File: src/rtl/lsu_dport.sv
// ============================================================================
// lsu_dport : load/store unit driving a combinational-read, byte-strobed
//             data-memory port. Optional LSU_MISALIGN_EN enables split accesses.
// Rev 1.0
// ============================================================================
`default_nettype none

module lsu_dport #(
  parameter logic [31:0] ERR_RDATA = 32'h0000_0000
) (
  input  logic        clk,
  input  logic        rst_n,
  input  logic        req_valid,
  output logic        req_ready,
  input  logic        req_we,
  input  logic [2:0]  req_funct3,
  input  logic [31:0] req_addr,
  input  logic [31:0] req_wdata,
  output logic        rsp_valid,
  output logic [31:0] rsp_rdata,
  output logic        rsp_err,
  output logic [31:0] d_addr,
  output logic [31:0] d_wdata,
  output logic [3:0]  d_wstrb,
  input  logic [31:0] d_rdata
);

  typedef enum logic [1:0] {
    IDLE = 2'd0,
    ACC0 = 2'd1,
    ACC1 = 2'd2,
    DONE = 2'd3
  } state_t;

  state_t      r_state;
  state_t      w_next;
  logic        r_we;
  logic [2:0]  r_funct3;
  logic [31:0] r_addr;
  logic [31:0] r_wdata;
  logic [31:0] r_lo_buf;

  logic        w_accept;
  logic        w_f3_ok;
  logic        w_align_ok;
  logic        w_req_err;
  logic [1:0]  w_off;
  logic [31:0] w_base;
  logic [7:0]  w_m8;
  logic        w_cross;
  logic [31:0] w_hi;
  logic [31:0] w_lo;
  logic [31:0] w_ld_raw;
  logic [31:0] w_ld_ext;
  logic        w_ld_done;

  function automatic logic [3:0] size_mask(input logic [1:0] sz);
    case (sz)
      2'b00:   size_mask = 4'b0001;
      2'b01:   size_mask = 4'b0011;
      default: size_mask = 4'b1111;
    endcase
  endfunction

  assign req_ready = (r_state == IDLE) || (r_state == DONE);
  assign w_accept  = req_valid && req_ready;

  // Legality is judged on the incoming request so errors skip the bus entirely
  assign w_f3_ok = req_we ? (!req_funct3[2] && (req_funct3[1:0] != 2'b11))
                          : (req_funct3 inside {3'b000, 3'b001, 3'b010, 3'b100, 3'b101});
`ifdef LSU_MISALIGN_EN
  assign w_align_ok = 1'b1;
`else
  assign w_align_ok = !(((req_funct3[1:0] == 2'b01) && req_addr[0]) ||
                        ((req_funct3[1:0] == 2'b10) && (req_addr[1:0] != 2'b00)));
`endif
  assign w_req_err = !w_f3_ok || !w_align_ok;

  assign w_off  = r_addr[1:0];
  assign w_base = {r_addr[31:2], 2'b00};
  assign w_m8   = {4'b0000, size_mask(r_funct3[1:0])} << w_off;
`ifdef LSU_MISALIGN_EN
  assign w_cross = |w_m8[7:4];
`else
  assign w_cross = 1'b0;
`endif

  always_comb begin
    w_next  = r_state;
    d_addr  = 32'h0;
    d_wdata = 32'h0;
    d_wstrb = 4'b0000;
    case (r_state)
      IDLE: if (w_accept) w_next = w_req_err ? DONE : ACC0;
      ACC0: begin
        d_addr  = w_base;
        d_wstrb = r_we ? w_m8[3:0] : 4'b0000;
        d_wdata = r_wdata << {w_off, 3'b000};
        w_next  = w_cross ? ACC1 : DONE;
      end
      ACC1: begin
        d_addr  = w_base + 32'd4;
        d_wstrb = r_we ? w_m8[7:4] : 4'b0000;
        d_wdata = r_wdata >> (6'd32 - {1'b0, w_off, 3'b000});
        w_next  = DONE;
      end
      DONE: begin
        if (w_accept) w_next = w_req_err ? DONE : ACC0;
        else          w_next = IDLE;
      end
      default: w_next = IDLE;
    endcase
  end

  // The final access word is taken straight from d_rdata on the edge into DONE
  assign w_hi     = (r_state == ACC1) ? d_rdata  : 32'h0;
  assign w_lo     = (r_state == ACC1) ? r_lo_buf : d_rdata;
  assign w_ld_raw = 32'({w_hi, w_lo} >> {w_off, 3'b000});

  always_comb begin
    case (r_funct3[1:0])
      2'b00:   w_ld_ext = r_funct3[2] ? {24'h0, w_ld_raw[7:0]}
                                      : {{24{w_ld_raw[7]}}, w_ld_raw[7:0]};
      2'b01:   w_ld_ext = r_funct3[2] ? {16'h0, w_ld_raw[15:0]}
                                      : {{16{w_ld_raw[15]}}, w_ld_raw[15:0]};
      default: w_ld_ext = w_ld_raw;
    endcase
  end

  assign w_ld_done = ((r_state == ACC0) && !w_cross) || (r_state == ACC1);

  always_ff @(posedge clk or negedge rst_n) begin
    if (!rst_n) r_state <= IDLE;
    else        r_state <= w_next;
  end

  always_ff @(posedge clk or negedge rst_n) begin
    if (!rst_n) begin
      r_we     <= 1'b0;
      r_funct3 <= 3'b000;
      r_addr   <= 32'h0;
      r_wdata  <= 32'h0;
      r_lo_buf <= 32'h0;
    end else begin
      if (w_accept) begin
        r_we     <= req_we;
        r_funct3 <= req_funct3;
        r_addr   <= req_addr;
        r_wdata  <= req_wdata;
      end
      if (r_state == ACC0) r_lo_buf <= d_rdata;
    end
  end

  always_ff @(posedge clk or negedge rst_n) begin
    if (!rst_n) begin
      rsp_valid <= 1'b0;
      rsp_rdata <= 32'h0;
      rsp_err   <= 1'b0;
    end else begin
      rsp_valid <= (w_next == DONE);
      rsp_rdata <= 32'h0;
      rsp_err   <= 1'b0;
      if (w_accept && w_req_err) begin
        rsp_rdata <= ERR_RDATA;
        rsp_err   <= 1'b1;
      end else if (w_ld_done && !r_we) begin
        rsp_rdata <= w_ld_ext;
      end
    end
  end

endmodule

`default_nettype wire

File: config.mk
export PLATFORM = sky130hd
export DESIGN_NAME = lsu_dport
export DESIGN_NICKNAME = d
export VERILOG_FILES = /design/src/rtl/lsu_dport.sv
export SDC_FILE = /design/constraint.sdc
export NUM_CORES = 1
export LEC_CHECK = 0
export CAP_MARGIN = 20
export CORE_MARGIN = 1.5
export CORE_UTILIZATION = 35
export CTS_CLUSTER_DIAMETER = 200
export CTS_CLUSTER_SIZE = 25
export DETAILED_ROUTE_END_ITERATION = 8
export SLEW_MARGIN = 20
export SYNTH_ARGS = -nofsm -noshare
export SYNTH_HDL_FRONTEND = slang
export SYNTH_SLANG_ARGS = --single-unit
File: constraint.sdc
create_clock -name clk -period 5.55 [get_ports clk]
set_input_delay 0.555 -clock clk [delete_from_list [all_inputs] [get_ports clk]]
set_output_delay 0.555 -clock clk [all_outputs]
set_load 0.01 [all_outputs]
-- Word-level counts from Yosys, hierarchy flattened
Cells that the tools add are included.
- register bits after elaboration: 136
- latch bits: 0
- RAM bits: 0
- memory bits (read-only): 0
- bits of input ports: 103
- output and inout bits: 103
- logic and storage cells: 65
- memories: 0
- add/sub/neg operators: 2
- multiply operators: 0
- divide/modulo/power cells: 0
- magnitude comparators: 0
- equal/unequal tests: 12
- shift-type cells: 4
- muxes and demuxes: 19
- bitwise logic cells: 0
- reduce and logical (&&, ||, !) cells: 19
- operator list (operator ; count):
    $mux W32 ; 6
    $pmux W32 S2 ; 3
    $shr A64 B5 Y32 ; 1
    $add A32 B3 Y32 const B ; 1
    $shl A32 B5 Y32 ; 1
    $shr A32 B6 Y32 ; 1
    $pmux W4 S2 ; 2
    $eq A2 B2 Y1 const B ; 4
    $mux W4 ; 2
    $shl A4 B2 Y8 ; 1
    $eq A2 B1 Y1 const B ; 3
    $eq A3 B3 Y1 const B ; 2
    $logic_and A1 B1 Y1 ; 6
    $mux W2 ; 3
    $pmux W2 S3 ; 1
    $sub A6 B5 Y6 const A ; 1
    $reduce_bool A5 Y1 ; 1
    $logic_not A2 Y1 ; 2
    $logic_or A1 B1 Y1 ; 4
    $eq A3 B1 Y1 const B ; 1
    $eq A3 B2 Y1 const B ; 1
    $logic_not A1 Y1 ; 3
    $logic_not A3 Y1 ; 1
    $mux W1 ; 2
    3 further kinds ; 3

-- Longest topological paths before layout
Gate-level depths: netlist (run 1).
- depth in word-level cells: 9
- mapped depth: 10
- mapped depth without buffers: 7

-- Worst setup path after synthesis (run 1)
No wires, ideal clock.
- path type: flip-flop to output port
- from: reg r_addr[1]
- to: out d_wdata[4]
- data arrival time: 2321 ps
- setup slack: 2674 ps
- cell stages (with the launch flop): 11
- cell sequence: dfrtp_1 > buf_2 > inv_1 > clkbuf_1 > ha_1 > nor3b_4 > nor2_1 > nor2_2 > buf_4 > a22oi_1 > a21oi_1
- longest elaborated chain between the ends: 3
- RTL lines (element ; RTL line ; source):
    start, declared ; 39 ; logic [31:0] r_addr;
    start signal, assigned ; 148 ; r_addr <= req_addr;
    $sub A6 B5 Y6 ; 104 ; d_wdata = r_wdata >> (6'd32 - {1'b0, w_off, 3'b000});
    $shr A32 B6 Y32 ; 104 ;
    $pmux W32 S2 (*) ; 93 ; case (r_state)
    end, declared ; 23 ; output logic [31:0] d_wdata,
Mark *: on every way between the ends. The rest lies on a longest branch, timed or not.

-- Worst setup path in the final report (run 1)
- from: reg r_addr[0]
- to: out d_wdata[13]
Same word-level chain as after synthesis.

==> metrics.txt, run 1 <==
# TYPE chip_impl_metric gauge
chip_impl_info{name="run_status",value="complete, no violations"} 1
chip_impl_info{name="cp_top_family",value="buffers and inverters"} 1
chip_impl_info{name="endpoint_kind",value="primary output"} 1
chip_impl_info{name="crit_chain",value="inv_1 -> ha_1 -> nor3b_4 -> buf_4 -> nor2_1 -> nor2_4 -> a22oi_1 -> a21oi_1 -> clkdlybuf4s50_1"} 1
chip_impl_metric{name="floorplan.io_pins",unit=""} 206
chip_impl_metric{name="cp_num_buf_inv",unit=""} 3
chip_impl_info{name="timing.setup.critical_path_class",value="reg2out"} 1
chip_impl_info{name="cts_root_buf",value="sky130_fd_sc_hd__clkbuf_16"} 1
chip_impl_metric{name="synth_top_area_share",unit=""} 0.4093
chip_impl_metric{name="initial_utilization",unit=""} 0.3553
chip_impl_metric{name="fin_skew",unit="ns"} 0.01276
chip_impl_metric{name="cts_buffer_depth",unit=""} 2
chip_impl_metric{name="layout-drive-gt1-share",unit=""} 0.1089
chip_impl_info{name="unrepaired_setup_endpoints_after_global_routing",value="false"} 1
chip_impl_metric{name="dpl.hpwl",unit="mm"} 17.49
chip_impl_metric{name="post_synth_instance_area",unit="mm2"} 0.008315
chip_impl_metric{name="ys_async_sr_fraction",unit=""} 1.000
chip_impl_metric{name="ys.warnings.count",unit=""} 0
chip_impl_metric{name="layout.core_utilization",unit=""} 0.4751
chip_impl_info{name="start_kind",value="register"} 1
chip_impl_metric{name="timing.final.max_slew_violations",unit=""} 0
chip_impl_metric{name="dieHeight",unit="um"} 157.1
chip_impl_metric{name="cp_data_required_time",unit="ns"} 4.99
chip_impl_metric{name="finalSetupViolations",unit=""} 0
chip_impl_metric{name="power.static_leakage",unit="nW"} 4.637
chip_impl_metric{name="num-nets-final",unit=""} 1216
chip_impl_metric{name="postRouteAntennaNets",unit=""} 0
chip_impl_metric{name="worst-path-max-fanout",unit=""} 46
chip_impl_metric{name="final.min_clock_period",unit="ns"} 4.513
chip_impl_metric{name="grt_max_degree",unit=""} 88
chip_impl_metric{name="setup_total_negative_slack",unit="ns"} 0
chip_impl_metric{name="layout-area-overhead-vs-synth",unit="%"} 33.70
chip_impl_metric{name="floorplan.die_area",unit="mm2"} 0.02469
chip_impl_metric{name="drt_wl_total",unit="mm"} 26.27
chip_impl_info{name="critical-path-slowest-cell",value="sky130_fd_sc_hd__dfrtp_4"} 1
chip_impl_metric{name="cts_setup_buffers",unit=""} 0
chip_impl_metric{name="drc",unit=""} 0
chip_impl_metric{name="drt-vias-per-instance",unit=""} 5.425
chip_impl_metric{name="power_per_cell_area",unit="mW/mm2"} 608.4
chip_impl_info{name="synth_top_cell_by_area",value="sky130_fd_sc_hd__dfrtp_1"} 1
chip_impl_info{name="yosys-top-cells-area",value="sky130_fd_sc_hd__dfrtp_1 (41%), sky130_fd_sc_hd__nand2_1 (11%), sky130_fd_sc_hd__mux2_2 (7.2%)"} 1
chip_impl_metric{name="detailroute.via_count",unit=""} 7818
chip_impl_metric{name="gpl.final_weighted_congestion",unit=""} 0.8439
chip_impl_metric{name="grt_pass1_vias",unit=""} 7368
chip_impl_metric{name="layout_worst_path_cycle_share",unit=""} 0.8131
chip_impl_metric{name="post_synth_inst_count",unit=""} 951
chip_impl_metric{name="postCtsResizedCells",unit=""} 0
chip_impl_metric{name="maxCapViolCount",unit=""} 0
chip_impl_metric{name="core",unit="mm2"} 0.02340
chip_impl_metric{name="numCtsBuffers",unit=""} 17
chip_impl_metric{name="fraction_of_the_yosys_area_taken_by_sequential_cells",unit=""} 0.4093
chip_impl_metric{name="maxClockFrequency",unit="GHz"} 0.2216
chip_impl_metric{name="clock-sinks",unit=""} 136
chip_impl_metric{name="synth_enable_flop_cells",unit=""} 0
chip_impl_metric{name="wl_per_cell",unit="um"} 18.23
chip_impl_metric{name="critPathMaxStageDelay",unit="ns"} 0.78
chip_impl_info{name="cts_tree",value="done"} 1
chip_impl_metric{name="die-width",unit="um"} 157.1
chip_impl_metric{name="grt-ovfl-total",unit=""} 0
chip_impl_metric{name="mean_post_synth_cell_area",unit="um2"} 8.744
chip_impl_metric{name="grt_antenna_before_repair",unit=""} 2
chip_impl_metric{name="cts_hold_repair.buffers",unit=""} 0
chip_impl_metric{name="row_count",unit=""} 56
chip_impl_metric{name="cp.arrival",unit="ns"} 3.96
chip_impl_metric{name="clock_insertion_delay_worst_skew",unit="ns"} 0.43
chip_impl_metric{name="final-hold-violation-count",unit=""} 0
chip_impl_metric{name="clkTransAtPathRegs",unit="ns"} 0.07
chip_impl_metric{name="num-fill-cells",unit=""} 2311
chip_impl_info{name="worstHoldPathType",value="in2async"} 1
chip_impl_metric{name="synth-seq-cells",unit=""} 136
chip_impl_metric{name="cts_htree_levels",unit=""} 4
chip_impl_metric{name="io_buffers",unit=""} 203
chip_impl_metric{name="max-slew-margin-rel",unit=""} 0.1898
chip_impl_metric{name="grt_first_pass_wirelength",unit="mm"} 41.16
chip_impl_info{name="synth_ff_type",value="sky130_fd_sc_hd__dfrtp_1"} 1
chip_impl_metric{name="synthDistinctLibCells",unit=""} 56
chip_impl_metric{name="dr.pass1.iters",unit=""} 5
chip_impl_metric{name="vdd.ir_drop.worst",unit="mV"} 0.2584
chip_impl_metric{name="detail_route.iter0.violations",unit=""} 506
chip_impl_metric{name="pin_slew_with_the_least_headroom_to_its_limit",unit="ns"} 1.203
chip_impl_metric{name="grt_use_total",unit=""} 0.2159
[cells in the mapped netlist, drive strengths merged, types with 3 or more instances]
| master | n |
|---|---|
| nand2 | 241 |
| dfrtp | 136 |
| o21ai | 66 |
| nor2 | 57 |
| a22oi | 53 |
| mux2 | 53 |
| clkbuf | 47 |
| a21oi | 46 |
| mux2i | 41 |
| buf | 32 |
| a22o | 17 |
| nand4 | 14 |
| nand3 | 13 |
| a31oi | 12 |
| nor2b | 10 |
| inv | 9 |
| a211oi | 8 |
| o22a | 8 |
| o2bb2ai | 8 |
| a221oi | 7 |
| and2 | 7 |
| mux4 | 7 |
| nor3 | 7 |
| ha | 6 |
| a21o | 5 |
| and3 | 4 |
| nor4 | 4 |
| a41oi | 3 |
| o41ai | 3 |
| or4 | 3 |
| xnor2 | 3 |
| xor2 | 3 |
[cell type report]
cell class / instances / area, um2 / share of cell area
Timing Repair Buffer: 215 / 2143 / 0.1928
Clock buffer: 19 / 452.9 / 0.04074
Antenna cell: 2 / 5.005 / 0.0004501
Multi-Input combinational cell: 728 / 4546 / 0.4088
Tap cell: 319 / 399.1 / 0.03590
Sequential cell: 136 / 3408 / 0.3065
Clock inverter: 13 / 130.1 / 0.01170
Inverter: 9 / 33.78 / 0.003038
[registers in the layout, summed over array words and instances, names as in the netlist]
register   count
r_addr        32
rsp_valid      1
r_state        2
r_lo_buf      32
r_wdata       32
rsp_rdata     32
r_we           1
r_funct3       3
rsp_err        1
[placed cells by master (no fill, tap or decap), types with 4 or more instances in the layout]
master,synthesis,layout
sky130_fd_sc_hd__a211oi_1,8,8
sky130_fd_sc_hd__a21o_1,5,5
sky130_fd_sc_hd__a21oi_1,46,46
sky130_fd_sc_hd__a221oi_1,7,7
sky130_fd_sc_hd__a22o_1,17,17
sky130_fd_sc_hd__a22oi_1,53,53
sky130_fd_sc_hd__a31oi_1,12,12
sky130_fd_sc_hd__and2_1,7,7
sky130_fd_sc_hd__buf_4,10,11
sky130_fd_sc_hd__clkbuf_16,0,17
sky130_fd_sc_hd__clkdlybuf4s50_1,0,202
sky130_fd_sc_hd__dfrtp_1,136,134
sky130_fd_sc_hd__ha_1,6,4
sky130_fd_sc_hd__inv_1,8,8
sky130_fd_sc_hd__inv_6,0,7
sky130_fd_sc_hd__mux2_2,53,53
sky130_fd_sc_hd__mux2i_1,41,41
sky130_fd_sc_hd__mux4_2,7,7
sky130_fd_sc_hd__nand2_1,240,239
sky130_fd_sc_hd__nand3_1,13,13
sky130_fd_sc_hd__nand4_1,13,13
sky130_fd_sc_hd__nor2_1,55,55
sky130_fd_sc_hd__nor2b_1,10,9
sky130_fd_sc_hd__nor3_1,7,7
sky130_fd_sc_hd__o21ai_0,66,66
sky130_fd_sc_hd__o22a_1,8,8
sky130_fd_sc_hd__o2bb2ai_1,8,8
[power breakdown]
part	internal (mW)	switching, mW	leakage, nW
clock network	0.653	0.477	0.292
logic	1.62	2.05	2.65
registers	1.44	0.520	1.70
total	3.72	3.05	4.64
[per-stage QoR]
step	worst slack (ns)	hold WS, ns	instances	area (um2)	power (mW)
6_report	1.037	0.1933	1441	11120	6.765
4_1_cts	0.7379	0.2338	1438	11080	6.768
3_5_place_dp	1.201	0.4941	1406	10500	5.606
5_1_grt	0.7863	0.2619	1441	11120	7.269
2_1_floorplan	2.674	0.2594	952	8319	4.303
3_3_place_gp	1.288	0.4884	1406	10500	5.567
[routing by layer]
metal | up-vias | routed length, um | global-route usage
met1 | 3753 | 11910 | 0.2961
met5 | - | 0 | 0
li1 | 3714 | - | -
met2 | 302 | 12030 | 0.3365
met3 | 49 | 1635 | 0.03689
met4 | 0 | 701 | 0.09075
[worst paths after layout]
kind	startpoint	endpoint	slack [ns]	depth (start not counted)
worst min register to register	r_lo_buf[7]	r_lo_buf[7]	0.50	1
worst max register to register	r_state[0]	rsp_rdata[19]	2.05	8
worst max-delay path	r_addr[0]	d_wdata[13]	1.04	9
worst min-delay path	rst_n	rsp_rdata[6]	0.19	1
min in group clk	r_lo_buf[7]	r_lo_buf[7]	0.50	1
max in group asynchronous	rst_n	r_addr[1]	4.14	2
[worst reg2reg max path, stage by stage (launching register included)]
cell and delay (ns):
sky130_fd_sc_hd__dfrtp_1 0.41, sky130_fd_sc_hd__inv_1 0.10, sky130_fd_sc_hd__ha_2 0.20, sky130_fd_sc_hd__buf_4 0.59, sky130_fd_sc_hd__and2_1 0.57, sky130_fd_sc_hd__a22oi_1 0.17
sky130_fd_sc_hd__nand3_1 0.34, sky130_fd_sc_hd__a21boi_2 0.65, sky130_fd_sc_hd__o21ai_0 0.30
[logic make-up after synthesis]
family	after synthesis	synth area share
AOI/OAI and AO/OA	246	0.1953
xor gates and xnor gates	6	0.006321
adders and majority gates	6	0.009028
buffers and inverters	88	0.04695
DFF	136	0.4093
muxes	101	0.1401
other	1	0.0004510
and+or+nand+nor	367	0.1926
Note: power is estimated with default switching activity, not from simulation.
==> run 2: changes to the inputs <==
==> constraint.sdc (replaced) <==
create_clock -name clk -period 4.62 [get_ports clk]
set_input_delay 0.462 -clock clk [delete_from_list [all_inputs] [get_ports clk]]
set_output_delay 0.462 -clock clk [all_outputs]
set_load 0.01 [all_outputs]
==> run 2 against run 1 <==
  * Non-clock buffer count up 2
  * Routed wire length down 1.6%
  * Sequential cell count unchanged
  * Count of clock-buffer cells in the layout down 2
  * First-iteration DRC count down 11%
  * Utilization up 0.12 points
  * Combinational power up 19%
  * Critical endpoint is now d_wdata[30]
==> metrics.txt, run 2 (synthesis gave the netlist of run 1 again) <==
# TYPE chip_impl_metric gauge
chip_impl_info{name="run_status",value="complete, no violations"} 1
chip_impl_metric{name="vdd.ir_drop.worst",unit="mV"} 0.3151
chip_impl_metric{name="cellInternalPower",unit="mW"} 4.457
chip_impl_info{name="cp_top_family",value="buffers and inverters"} 1
chip_impl_metric{name="cts_setup_buffers",unit=""} 0
chip_impl_metric{name="fin_hold_ws",unit="ns"} 0.1285
chip_impl_metric{name="cts_hold_repair.buffers",unit=""} 0
chip_impl_metric{name="place_ws",unit="ns"} 0.9520
chip_impl_metric{name="placed_instance_area",unit="mm2"} 0.01053
chip_impl_metric{name="fin_skew",unit="ns"} 0.01388
chip_impl_metric{name="power.static_leakage",unit="nW"} 4.643
chip_impl_metric{name="setup_total_negative_slack",unit="ns"} 0
chip_impl_metric{name="final.min_clock_period",unit="ns"} 4.110
chip_impl_info{name="worst_reg2reg_path_startpoint",value="r_addr[0]"} 1
chip_impl_metric{name="floorplan.io_pins",unit=""} 206
chip_impl_metric{name="timing.final.max_slew_violations",unit=""} 0
chip_impl_metric{name="share_seq_of_total_power",unit=""} 0.291
chip_impl_metric{name="grt_max_degree",unit=""} 100
chip_impl_metric{name="num-fill-cells",unit=""} 2242
chip_impl_metric{name="initial_utilization",unit=""} 0.3553
chip_impl_metric{name="gpl.final_weighted_congestion",unit=""} 0.8212
chip_impl_metric{name="cp_num_buf_inv",unit=""} 3
chip_impl_metric{name="finalSetupViolations",unit=""} 0
chip_impl_metric{name="cts_htree_levels",unit=""} 4
chip_impl_metric{name="cp.arrival",unit="ns"} 3.65
chip_impl_metric{name="power_per_cell_area",unit="mW/mm2"} 729.6
chip_impl_metric{name="max-slew-margin-rel",unit=""} 0.2684
chip_impl_metric{name="power_frac_clock",unit=""} 0.172
chip_impl_metric{name="numCtsBuffers",unit=""} 17
chip_impl_metric{name="drc",unit=""} 0
chip_impl_metric{name="clkTransAtPathRegs",unit="ns"} 0.07
chip_impl_info{name="start_kind",value="register"} 1
chip_impl_metric{name="postLayoutSetupSlackWorst",unit="ns"} 0.5105
chip_impl_metric{name="layout-area-overhead-vs-synth",unit="%"} 34.04
chip_impl_metric{name="io_buffers",unit=""} 203
chip_impl_metric{name="grt_pass1_vias",unit=""} 7339
chip_impl_metric{name="cell_total_after_placement",unit=""} 1409
chip_impl_metric{name="net_switching_fraction_of_the_power",unit=""} 0.4520
chip_impl_info{name="final_common_cell",value="sky130_fd_sc_hd__nand2_1"} 1
chip_impl_metric{name="worst-path-max-fanout",unit=""} 46
chip_impl_metric{name="clock-sinks",unit=""} 136
chip_impl_metric{name="cts_buffer_depth",unit=""} 2
chip_impl_metric{name="drt_wl_total",unit="mm"} 25.86
chip_impl_metric{name="postRouteAntennaNets",unit=""} 0
chip_impl_metric{name="dieHeight",unit="um"} 157.1
chip_impl_metric{name="wl_per_cell",unit="um"} 17.91
chip_impl_metric{name="drt-vias-per-instance",unit=""} 5.390
chip_impl_metric{name="floorplan.die_area",unit="mm2"} 0.02469
chip_impl_metric{name="layout.core_utilization",unit=""} 0.4763
chip_impl_info{name="unrepaired_setup_endpoints_after_global_routing",value="false"} 1
chip_impl_metric{name="detailroute.via_count",unit=""} 7783
chip_impl_metric{name="grt-ovfl-total",unit=""} 0
chip_impl_metric{name="final-hold-violation-count",unit=""} 0
chip_impl_metric{name="detail_route.iter0.violations",unit=""} 448
chip_impl_metric{name="comb_power_share",unit=""} 0.537
chip_impl_info{name="crit_chain",value="inv_1 -> ha_1 -> nor3b_4 -> nor2_1 -> nor2_2 -> buf_4 -> a22oi_1 -> nor2_1 -> clkdlybuf4s50_1"} 1
chip_impl_metric{name="grt_first_pass_wirelength",unit="mm"} 40.07
chip_impl_metric{name="maxClockFrequency",unit="GHz"} 0.2433
chip_impl_metric{name="p_total",unit="mW"} 8.132
chip_impl_metric{name="row_count",unit=""} 56
chip_impl_metric{name="layout-drive-gt1-share",unit=""} 0.1105
chip_impl_metric{name="maxCapViolCount",unit=""} 0
chip_impl_metric{name="postLayoutCellArea",unit="mm2"} 0.01115
chip_impl_metric{name="postCtsResizedCells",unit=""} 0
chip_impl_info{name="setup.worst_path.start",value="r_addr[0]"} 1
chip_impl_metric{name="core",unit="mm2"} 0.02340
chip_impl_info{name="worstHoldPathType",value="in2async"} 1
chip_impl_metric{name="power_switching",unit="mW"} 3.676
chip_impl_info{name="endpoint_kind",value="primary output"} 1
chip_impl_info{name="worst_path_most_repeated_cell",value="sky130_fd_sc_hd__nor2_1"} 1
chip_impl_info{name="cts_tree",value="done"} 1
chip_impl_metric{name="pin_slew_with_the_least_headroom_to_its_limit",unit="ns"} 1.086
chip_impl_info{name="cts_root_buf",value="sky130_fd_sc_hd__clkbuf_16"} 1
chip_impl_info{name="critical-path-slowest-cell",value="sky130_fd_sc_hd__dfrtp_4"} 1
chip_impl_metric{name="die-width",unit="um"} 157.1
chip_impl_metric{name="dr.pass1.iters",unit=""} 5
chip_impl_metric{name="cp_data_required_time",unit="ns"} 4.16
chip_impl_info{name="layout.cells.most_common_list",value="sky130_fd_sc_hd__nand2_1 (239), sky130_fd_sc_hd__clkdlybuf4s50_1 (202), sky130_fd_sc_hd__dfrtp_1 (134)"} 1
chip_impl_metric{name="layout_worst_path_cycle_share",unit=""} 0.8895
chip_impl_metric{name="dpl.hpwl",unit="mm"} 17.45
chip_impl_metric{name="grt_use_total",unit=""} 0.2110
chip_impl_info{name="timing.setup.critical_path_class",value="reg2out"} 1
chip_impl_metric{name="finalNonFillerCells",unit=""} 1444
chip_impl_metric{name="clock_insertion_delay_worst_skew",unit="ns"} 0.43
chip_impl_metric{name="num-nets-final",unit=""} 1218
chip_impl_metric{name="grt_antenna_before_repair",unit=""} 2
chip_impl_metric{name="critPathMaxStageDelay",unit="ns"} 0.75
[run 2: cell count changes in the layout (fill, tap and decap cells not counted), sizes merged]
cell and delta:
buf +2, clkbuf -2, clkinvlp +2, diode +1
[run 2: worst paths after layout]
| path | slack [ns] | endpoint | depth (start not counted) |
|---|---|---|---|
| setup / recovery | 0.51 | d_wdata[30] | 9 |
| hold / removal | 0.13 | rsp_rdata[22] | 1 |
| setup reg to reg | 1.26 | rsp_rdata[31] | 6 |
| hold reg to reg | 0.51 | r_lo_buf[4] | 1 |
| max in group asynchronous | 3.36 | r_addr[0] | 2 |
| min in group clk | 0.51 | r_lo_buf[4] | 1 |
[run 2: cell type report]
cell class	instances	area [um2]	area share
Multi-Input combinational cell	728	4541	0.4074
Sequential cell	136	3408	0.3058
Timing Repair Buffer	217	2151	0.1930
Clock buffer	17	425.4	0.03817
Tap cell	319	399.1	0.03581
Clock inverter	15	180.2	0.01617
Inverter	9	33.78	0.003031
Antenna cell	3	7.507	0.0006736
[run 2: power groups by stage]
stage          clock network (mW)  registers, mW  logic [mW]
2_1_floorplan                   0           2.12        3.05
3_3_place_gp                    0           2.37        4.34
3_5_place_dp                    0           2.37        4.38
4_1_cts                      1.43           2.36        4.39
5_1_grt                      1.49           2.45        4.80
6_report                     1.40           2.37        4.37
[run 2: per-layer routing]
layer | wire [um] | share of wire | up-vias | track usage
met5 | 0 | 0 | - | 0
met4 | 792 | 0.031 | 0 | 0.09479
met3 | 1436 | 0.056 | 50 | 0.04681
met1 | 11670 | 0.45 | 3732 | 0.2802
met2 | 11960 | 0.46 | 284 | 0.3291
li1 | - | - | 3717 | -
[run 2: worst reg2reg max path, delay by kind of cell (launching register included)]
kind | cells | cell delay [ns]
mux | 1 | 0.35
simple gates | 1 | 0.31
flops | 1 | 0.75
buf+inv | 1 | 0.74
compound gates | 3 | 1.03
